[config.mk]
export PLATFORM = sky130hd
export DESIGN_NAME = mem_arb_flat
export DESIGN_NICKNAME = d
export VERILOG_FILES = /design/src/rtl/mem_arb_pkg.sv /design/src/rtl/mem_arb_if.sv /design/src/rtl/mem_arb_pick.sv /design/src/rtl/mem_arb.sv /design/src/flat_wrapper.sv
export SDC_FILE = /design/constraint.sdc
export NUM_CORES = 1
export LEC_CHECK = 0
export CELL_PAD_IN_SITES_DETAIL_PLACEMENT = 0
export CELL_PAD_IN_SITES_GLOBAL_PLACEMENT = 2
export CORE_ASPECT_RATIO = 1.4
export CORE_MARGIN = 10
export CORE_UTILIZATION = 24
export DETAILED_ROUTE_END_ITERATION = 10
export PLACE_DENSITY_LB_ADDON = 0.25
export RECOVER_POWER = 25
export SYNTH_ARGS = -nofsm -noshare
export SYNTH_HDL_FRONTEND = slang
export SYNTH_SLANG_ARGS = --single-unit
export TNS_END_PERCENT = 100
[constraint.sdc]
create_clock -name clk -period 8.8 [get_ports clk]
set_input_delay 2.2 -clock clk [delete_from_list [all_inputs] [get_ports clk]]
set_output_delay 2.2 -clock clk [all_outputs]
set_load 0.01 [all_outputs]
[src/rtl/mem_arb_pkg.sv]
// mem_arb_pkg: shared types and constants for the memory arbiter.
//   state_t     - sequencer states (IDLE/RD/WR/GAP)
//   LEN_*       - LS length codes (byte count minus one)
//   IO_SEL      - address bits [17:16] value selecting the IO region
//   REG_DAT_W / INS_DAT_W - address/data and instruction widths
package mem_arb_pkg;
    localparam int REG_DAT_W = 32;
    localparam int INS_DAT_W = 32;

    typedef enum logic [1:0] {
        ST_IDLE = 2'd0,
        ST_RD   = 2'd1,
        ST_WR   = 2'd2,
        ST_GAP  = 2'd3
    } state_t;

    localparam logic [1:0] LEN_B  = 2'd0;
    localparam logic [1:0] LEN_H  = 2'd1;
    localparam logic [1:0] LEN_W  = 2'd3;
    localparam logic [1:0] IO_SEL = 2'b11;

    function automatic logic is_io(input logic [1:0] sel);
        return sel == IO_SEL;
    endfunction

    // Code 2 has no 3-byte meaning; it is widened to a full word.
    function automatic logic [1:0] norm_len(input logic [1:0] l);
        case (l)
            LEN_B:   return LEN_B;
            LEN_H:   return LEN_H;
            default: return LEN_W;
        endcase
    endfunction
endpackage

[src/rtl/mem_arb_if.sv]
// mem_arb_if: client-side bundle of the arbiter (IC fetch and LS access).
//   slave  modport - the arbiter (takes requests, returns done/data)
//   master modport - the clients (IC fetch unit, load/store unit)
interface mem_arb_if;
    import mem_arb_pkg::*;

    logic                 iIC_En;
    logic [REG_DAT_W-1:0] iIC_Addr;
    logic                 oIC_En;
    logic [INS_DAT_W-1:0] oIC_Ins;

    logic                 iLS_En;
    logic                 iLS_Wr;
    logic [1:0]           iLS_Len;
    logic [REG_DAT_W-1:0] iLS_Addr;
    logic [REG_DAT_W-1:0] iLS_Dat;
    logic                 oLS_En;
    logic [REG_DAT_W-1:0] oLS_Dat;

    modport slave (
        input  iIC_En, iIC_Addr, iLS_En, iLS_Wr, iLS_Len, iLS_Addr, iLS_Dat,
        output oIC_En, oIC_Ins, oLS_En, oLS_Dat
    );

    modport master (
        output iIC_En, iIC_Addr, iLS_En, iLS_Wr, iLS_Len, iLS_Addr, iLS_Dat,
        input  oIC_En, oIC_Ins, oLS_En, oLS_Dat
    );
endinterface

[src/rtl/mem_arb_pick.sv]
// mem_arb_pick: winner selector between LS and IC requests.
//   ls_req/ic_req in  - qualified requests
//   gnt_ls/gnt_ic out - one-hot (or none) grant, combinational
// With MEM_ARB_FAIR_EN defined the block is round-robin and adds
// clk/rst/upd ports; otherwise LS has fixed priority.
module mem_arb_pick (
`ifdef MEM_ARB_FAIR_EN
    input  logic clk,
    input  logic rst,
    input  logic upd,
`endif
    input  logic ls_req,
    input  logic ic_req,
    output logic gnt_ls,
    output logic gnt_ic
);
`ifdef MEM_ARB_FAIR_EN
    // Turn only moves on contention: the loser of the last tie wins the
    // next one. Reset leaves LS favoured.
    logic ic_next;

    always_ff @(posedge clk or posedge rst) begin
        if (rst)                          ic_next <= 1'b0;
        else if (upd && ls_req && ic_req) ic_next <= ~ic_next;
    end

    always_comb begin
        gnt_ls = ls_req && !(ic_req && ic_next);
        gnt_ic = ic_req && !(ls_req && !ic_next);
    end
`else
    assign gnt_ls = ls_req;
    assign gnt_ic = ic_req && !ls_req;
`endif
endmodule

[src/rtl/mem_arb.sv]
// mem_arb: single-port byte-bus arbiter/sequencer for IC fetch and LS access.
//   clk, rst (async, high)   - clock and reset
//   en                       - global ready; low freezes all state
//   iClr                     - flush, aborts an IC read only
//   bus (mem_arb_if.slave)   - IC/LS requests and done/data returns
//   iRAM_Din, iRAM_IoFull    - read byte (one cycle after address), IO full
//   oRAM_A, oRAM_Wr, oRAM_Dout - byte address, write strobe, write byte
// Optional macro MEM_ARB_FAIR_EN selects round-robin arbitration.
module mem_arb
    import mem_arb_pkg::*;
(
    input  logic                 clk,
    input  logic                 rst,
    input  logic                 en,
    input  logic                 iClr,
    mem_arb_if.slave             bus,
    input  logic [7:0]           iRAM_Din,
    input  logic                 iRAM_IoFull,
    output logic [REG_DAT_W-1:0] oRAM_A,
    output logic                 oRAM_Wr,
    output logic [7:0]           oRAM_Dout
);
    state_t               state, state_n;
    logic [2:0]           cnt, cnt_n;
    logic [REG_DAT_W-1:0] base, wdat, rdat;
    logic [1:0]           len_q;
    logic                 own_ic;

    logic gnt_ls, gnt_ic, grant;
    logic [2:0] n_last;
    logic addr_ph, wr_ph, stall, rd_done, wr_done, abort, cap;
    logic [1:0] cap_idx;

    mem_arb_pick u_pick (
`ifdef MEM_ARB_FAIR_EN
        .clk    (clk),
        .rst    (rst),
        .upd    (en && state == ST_IDLE),
`endif
        .ls_req (bus.iLS_En),
        .ic_req (bus.iIC_En && !iClr),
        .gnt_ls (gnt_ls),
        .gnt_ic (gnt_ic)
    );

    // RD spans n address cycles, one trailing capture cycle, then the done
    // cycle; WR spans n byte cycles then the done cycle.
    always_comb begin
        grant   = state == ST_IDLE && (gnt_ls || gnt_ic);
        n_last  = {1'b0, len_q};
        addr_ph = (state == ST_RD || state == ST_WR) && cnt <= n_last;
        wr_ph   = state == ST_WR && cnt <= n_last;
        stall   = wr_ph && is_io(base[17:16]) && iRAM_IoFull;
        rd_done = state == ST_RD && cnt == n_last + 3'd2;
        wr_done = state == ST_WR && cnt == n_last + 3'd1;
        abort   = state == ST_RD && own_ic && iClr;
        cap     = state == ST_RD && cnt != 3'd0 && cnt <= n_last + 3'd1;
        cap_idx = cnt[1:0] - 2'd1;
    end

    always_comb begin
        state_n = state;
        cnt_n   = cnt;
        case (state)
            ST_IDLE: begin
                cnt_n = '0;
                if (gnt_ls)      state_n = bus.iLS_Wr ? ST_WR : ST_RD;
                else if (gnt_ic) state_n = ST_RD;
            end
            ST_RD: begin
                if (abort || rd_done) state_n = ST_GAP;
                else                  cnt_n   = cnt + 3'd1;
            end
            ST_WR: begin
                if (wr_done)     state_n = ST_GAP;
                else if (!stall) cnt_n   = cnt + 3'd1;
            end
            default: state_n = ST_IDLE;
        endcase
    end

    always_ff @(posedge clk or posedge rst) begin
        if (rst) begin
            state  <= ST_IDLE;
            cnt    <= '0;
            base   <= '0;
            len_q  <= '0;
            wdat   <= '0;
            rdat   <= '0;
            own_ic <= 1'b0;
        end else if (en) begin
            state <= state_n;
            cnt   <= cnt_n;
            if (grant) begin
                own_ic <= !gnt_ls;
                base   <= gnt_ls ? bus.iLS_Addr : bus.iIC_Addr;
                len_q  <= gnt_ls ? norm_len(bus.iLS_Len) : LEN_W;
                wdat   <= bus.iLS_Dat;
                rdat   <= '0;  // short loads come back zero-extended
            end else if (cap) begin
                rdat[{cap_idx, 3'b000} +: 8] <= iRAM_Din;
            end
        end
    end

    // Done pulses are decoded from held state, so a frozen bus keeps them.
    always_comb begin
        bus.oIC_En  = rd_done && own_ic && !iClr;
        bus.oLS_En  = (rd_done && !own_ic) || wr_done;
        bus.oIC_Ins = rdat[INS_DAT_W-1:0];
        bus.oLS_Dat = rdat;
        oRAM_A      = addr_ph ? base + REG_DAT_W'(cnt) : '0;
        oRAM_Wr     = wr_ph && !stall && en;
        oRAM_Dout   = wr_ph ? wdat[{cnt[1:0], 3'b000} +: 8] : 8'h00;
    end
endmodule

[src/flat_wrapper.sv]
// flat-port wrapper written by rule: the top's interface ports become plain ports
module mem_arb_flat import mem_arb_pkg::*;
  (clk, rst, en, iClr, iRAM_Din, iRAM_IoFull, oRAM_A, oRAM_Wr, oRAM_Dout, bus_iIC_En, bus_iIC_Addr, bus_iLS_En, bus_iLS_Wr, bus_iLS_Len, bus_iLS_Addr, bus_iLS_Dat, bus_oIC_En, bus_oIC_Ins, bus_oLS_En, bus_oLS_Dat);
  mem_arb_if bus_i ();
  input  logic clk;
  input  logic rst;
  input  logic en;
  input  logic iClr;
  input  logic [7:0] iRAM_Din;
  input  logic iRAM_IoFull;
  output logic [REG_DAT_W-1:0] oRAM_A;
  output logic oRAM_Wr;
  output logic [7:0] oRAM_Dout;
  input wire logic [$bits(bus_i.iIC_En)-1:0] bus_iIC_En;
  input wire logic [$bits(bus_i.iIC_Addr)-1:0] bus_iIC_Addr;
  input wire logic [$bits(bus_i.iLS_En)-1:0] bus_iLS_En;
  input wire logic [$bits(bus_i.iLS_Wr)-1:0] bus_iLS_Wr;
  input wire logic [$bits(bus_i.iLS_Len)-1:0] bus_iLS_Len;
  input wire logic [$bits(bus_i.iLS_Addr)-1:0] bus_iLS_Addr;
  input wire logic [$bits(bus_i.iLS_Dat)-1:0] bus_iLS_Dat;
  output wire logic [$bits(bus_i.oIC_En)-1:0] bus_oIC_En;
  output wire logic [$bits(bus_i.oIC_Ins)-1:0] bus_oIC_Ins;
  output wire logic [$bits(bus_i.oLS_En)-1:0] bus_oLS_En;
  output wire logic [$bits(bus_i.oLS_Dat)-1:0] bus_oLS_Dat;
  assign bus_i.iIC_En = bus_iIC_En;
  assign bus_i.iIC_Addr = bus_iIC_Addr;
  assign bus_i.iLS_En = bus_iLS_En;
  assign bus_i.iLS_Wr = bus_iLS_Wr;
  assign bus_i.iLS_Len = bus_iLS_Len;
  assign bus_i.iLS_Addr = bus_iLS_Addr;
  assign bus_i.iLS_Dat = bus_iLS_Dat;
  assign bus_oIC_En = bus_i.oIC_En;
  assign bus_oIC_Ins = bus_i.oIC_Ins;
  assign bus_oLS_En = bus_i.oLS_En;
  assign bus_oLS_Dat = bus_i.oLS_Dat;
  mem_arb u_core (.clk(clk), .rst(rst), .en(en), .iClr(iClr), .bus(bus_i), .iRAM_Din(iRAM_Din), .iRAM_IoFull(iRAM_IoFull), .oRAM_A(oRAM_A), .oRAM_Wr(oRAM_Wr), .oRAM_Dout(oRAM_Dout));
endmodule
After elaboration in Yosys (flattened, before gate mapping)
Index checks and enable logic that the tools add are counted.
Storage, ports and cells
  register bits: 104
  word-level logic and storage cells: 83
  input bits: 114
Cells by class
  equality and inequality tests: 12
  reductions and logical operators: 35
  shift-type cells: 3
  add/sub/neg operators: 6
  magnitude comparators: 2
  mux-type cells: 18
Operator list (count)
  two-way mux 32 bit: 4
  adder 32 x 3 -> 32 bit: 1
  bitwise mux 32 bit: 1
  variable shift 8 x 7 -> 32 bit, first input constant: 1
  variable part select 32 x 6 -> 8 bit: 1
  variable part select 8 x 7 -> 32 bit: 1
  logical AND 1 bit: 18
  two-way mux 2 bit: 6
  two-way mux 3 bit: 3
  one-hot mux 3 bit (3 select lines): 1
  two-way mux 8 bit: 1
  != test 2 bit, second input constant: 4
  negator 5 -> 7 bit: 1
  == test 3 bit: 2
  one-hot mux 2 bit (3 select lines): 1
  nonzero test 3 bit: 2
  AND reduction 5 bit: 1
  == test 2 x 1 -> 1 bit, second input constant: 2
  == test 2 bit, second input constant: 2
  zero test 1 bit: 4
  zero test 2 bit: 2
  logical OR 1 bit: 4
  one-hot mux 2 bit (2 select lines): 1
  AND reduction 2 bit: 2
  10 further kinds: 10

Depth between registers and ports, before layout
  depth after elaboration: 7
  gate-level depth with buffers: 8

Cells and area by module
A second synthesis with hierarchy kept.
Unflattened totals
  cell total of the unflattened synthesis: 650
  area total of the unflattened synthesis: 6037.0 um^2
Modules (own cells, without submodules)
  mem_arb: instances 1, cells an instance 648, area each 6015.8 um^2
  mem_arb_pick: instances 1, cells an instance 2, area each 21.3 um^2

Worst setup path before layout
OpenSTA, ideal clock, no wires.
  path kind: input to output
  from: in iClr
  to: out bus_oIC_En
  setup slack: 4.079 ns
  arrival time: 2.521 ns
  stages on the path: 1
  data required time: 6.600 ns
  path buffers: 0
  cell sequence: nor3b_1
Between the ends
  cells in the longest elaborated chain, start to end: 2
Ends and longest elaborated chain
  start: declaration: RTL line flat_wrapper.sv:8  | input logic iClr;
  zero test 1 bit: RTL line mem_arb.sv:108  | bus.oIC_En = rd_done && own_ic && !iClr;
  logical AND 1 bit: RTL line mem_arb.sv:108
  end: declaration: RTL line flat_wrapper.sv:21  | output wire logic [$bits(bus_i.oIC_En)-1:0] bus_oIC_En;
No other way between the ends.

Worst setup path after layout
  from: reg u_core.cnt[0]
  to: out oRAM_A[16]
Between the ends
  cells in the longest elaborated chain, start to end: 3
  elaborated cells on any way between the ends: 4
Ends and longest elaborated chain
  start: declaration: RTL line mem_arb.sv:24  | logic [2:0] cnt, cnt_n;
  start signal: assignment: RTL line mem_arb.sv:93  | cnt <= cnt_n;
  parallel branches: the longest is 2 deep, another holds adder 32 x 3 -> 32 bit
  two-way mux 32 bit *: RTL line mem_arb.sv:112  | oRAM_A = addr_ph ? base + REG_DAT_W'(cnt) : '0;
  end: declaration: RTL line flat_wrapper.sv:11  | output logic [REG_DAT_W-1:0] oRAM_A;
Mark *: on every way between the ends.

==> reports/qor.yml <==
drive_gt1_frac: 0.05466
synth_top_area_frac: 0.4384
p_per_area_nw_per_um2: 280.1
dp.final_hpwl_um: 15280
setup_viol: 0
drt_first_pass_iters: 4
cts_hold_buf: 0
syn_area_per_cell_um2: 9.512
cp-start-kind: "register"
syn_area_um2: 5936
gp_congestion: 0.7455
syn_nets: 758
p_clk_frac: 0.172
ys_seq_area_frac: 0.4384
critical_path_class: "register to output port"
fin_tns_setup_ns: 0
hold_viol: 0
critPathCaptureType: "output port"
yosysWarnings: 0
n_antenna_cell: 0
multiInputGateArea_um2: 2918
internal-power_mw: 1.407
synth_seq_cells: 104
ir_worst_vdd_uv: 132.0
clock_sinks: 104
track_usage: 0.1231
max_freq_mhz: 162.3
cts_root_buf: "clkbuf_16"
seq_area_um2: 2603
drv_cap: 1
grt_pass1_wl_um: 31020
drt_iter0_markers: 246
fin_nets: 934
dieWidth_um: 152.9
synthSimpleGateAreaFrac: 0.2040
die-area_um2: 31510
synth_xor_xnor_area_share: 0.04279
min_period_ns: 6.161
clockBufferDepth: 2
p_leak_nw: 3.783
cts_resized: 0
busiest_layer: "met2"
rows: 68
cp.required_ns: 6.60
critPathMaxFanout: 30
portBuffers: 220
totalPowerFinal_mw: 2.378
grt_pass1_vias: 5407
path_clk_slew_ns: 0.08
synthArstFlopShare: 1.000
outcome: "finished, violations left"
dominantRegCellSynth: "dfrtp_1"
slew_headroom: -0.2144
ios: 221
synth-compound-area-share: 0.1090
met1_usage: 0.1435
period_share: 0.7001
use_met3: 0.03394
comb_power_share: 0.483
wirelength_um: 19760
cts_tree: "yes"
routed-via-count: 5013
synth_top_family_by_area: "simple AND/OR/NAND/NOR gates"
drc: 0
p_seq_frac: 0.344
hold_path.class: "register to register"
rsz0062_at_grt: "false"
grt_use_met2: 0.2198
drtAntennaViolNets: 0
finClkSkew_ns: 0.01212
cts-buffers-inserted: 9
synthMuxAreaShare: 0.09148
start_util: 0.2422
die_h_um: 206.1
post-cts-setup-buffers: 0
fillers: 2520
viasPerCell: 4.476
synth-edff-count: 0
worst_pin_slew_ns: 1.812
synth_adder_area_share: 0.04342
netlist_top_cells_count: "nand2_1 (145), dfrtp_1 (104), nor2_1 (38)"
htree_levels: 3
yosys.cell_types.count: 52
antenna_found_initial: 0
yosysMostFrequentCell: "nand2_1"
synth.area.top_cells: "dfrtp_1 (44%), nand2_1 (9.2%), mux2i_1 (5.7%)"
synth.largest_area_cell: "dfrtp_1"
swShare: 0.4083
clock_latency_ns: 0.35
grt-ovfl-total: 0
wl_per_cell_um: 17.64
switching_power_mw: 0.9709
synthToLayoutAreaGrowth_pct: 43.02
slew_viol_final: 42
worst_ep_arrival_time_ns: 3.96
grt_max_degree: 103
violations: "capacitance limit, slew limit"
core_region_area_um2: 24500
netlist_instances: 624
-- cell families (layout without fill, tap and decap cells) --
group,after synthesis,in the layout
flops,104,104
xor+xnor,29,29
compound gates,94,94
buf+inv,72,253
fa+ha+maj,20,20
mux,44,44
simple gates,261,261
-- final timing paths --
kind                            startpoint  slack, ns                      to  cells past startpoint
setup reg to reg             u_core.cnt[0]       5.50           u_core.cnt[1]                      6
setup / recovery             u_core.cnt[0]       2.64              oRAM_A[16]                      6
min in group asynchronous              rst       2.75  u_core.bus.oIC_Ins[18]                      2
hold reg to reg            u_core.wdat[23]       0.48         u_core.wdat[23]                      2
max in group asynchronous              rst       4.49         u_core.wdat[29]                      3
hold / removal             u_core.wdat[23]       0.48         u_core.wdat[23]                      2
-- metal layers --
metal	wire length, µm	vias to the layer above	part of all wire
li1	-	2471	-
met1	8034	2410	0.41
met3	1221	5	0.062
met2	10350	127	0.52
met4	152	0	0.0077
met5	0	-	0
-- per-stage QoR --
step           setup slack [ns]  hold WS [ns]  instances  utilization  cell area, µm²
6_report                  2.639        0.4800       1120       0.3465            8489
2_1_floorplan             3.868        0.4403        624            -            5936
3_5_place_dp              2.922        0.4618       1104       0.3342            8189
4_1_cts                   2.521        0.4815       1120       0.3465            8491
3_3_place_gp              3.022        0.4569       1104       0.3342            8189
5_1_grt                   2.161        0.5026       1120       0.3465            8489
-- flip-flops by register name (all words and copies together) (netlist names) --
signal and flops:
u_core.len_q 2, u_core.wdat 32, u_core.base 32, u_core.bus.oIC_Ins 32
u_core.own_ic 1, u_core.cnt 3, u_core.state 2
-- critical path: stages, from the launching register on --
cell	delay, ns
dfrtp_1	0.90
inv_1	0.33
ha_1	0.42
o22ai_1	0.33
nand2_1	0.69
a21oi_1	0.34
clkdlybuf4s50_1	0.59
-- layout make-up --
type / instances / share of cell area
sequential: 104 / 0.3066
tap: 315 / 0.04643
inverter: 14 / 0.006338
clock buffer: 10 / 0.02815
multi-input combinational: 448 / 0.3437
clock inverter: 6 / 0.007369
timing repair buffer: 223 / 0.2615
-- power groups by stage --
stage	Combinational, mW	Sequential [mW]	Clock (mW)
after floorplan	0.715	0.774	0
after global placement	1.16	0.821	0
after detailed placement	1.17	0.831	0
after CTS	1.18	0.823	0.427
after global routing	1.28	0.852	0.444
final	1.15	0.818	0.410
-- layout by cell type, fill, tap and decap left out, drive strengths merged, types with 4 or more instances in the layout --
| cell type | count |
|---|---|
| ha | 19 |
| dlygate4sd3 | 38 |
| nor2 | 38 |
| nand3 | 19 |
| clkbuf | 10 |
| clkdlybuf4s50 | 181 |
| o21ai | 40 |
| a21oi | 7 |
| a22o | 32 |
| nand2 | 145 |
| inv | 16 |
| dfrtp | 104 |
| xnor2 | 12 |
| and4 | 5 |
| nand4 | 12 |
| a31oi | 4 |
| xor2 | 17 |
| buf | 4 |
| nor2b | 12 |
| mux2i | 34 |
| and3 | 10 |
| mux4 | 8 |
Power figures use the tool's default switching activity.
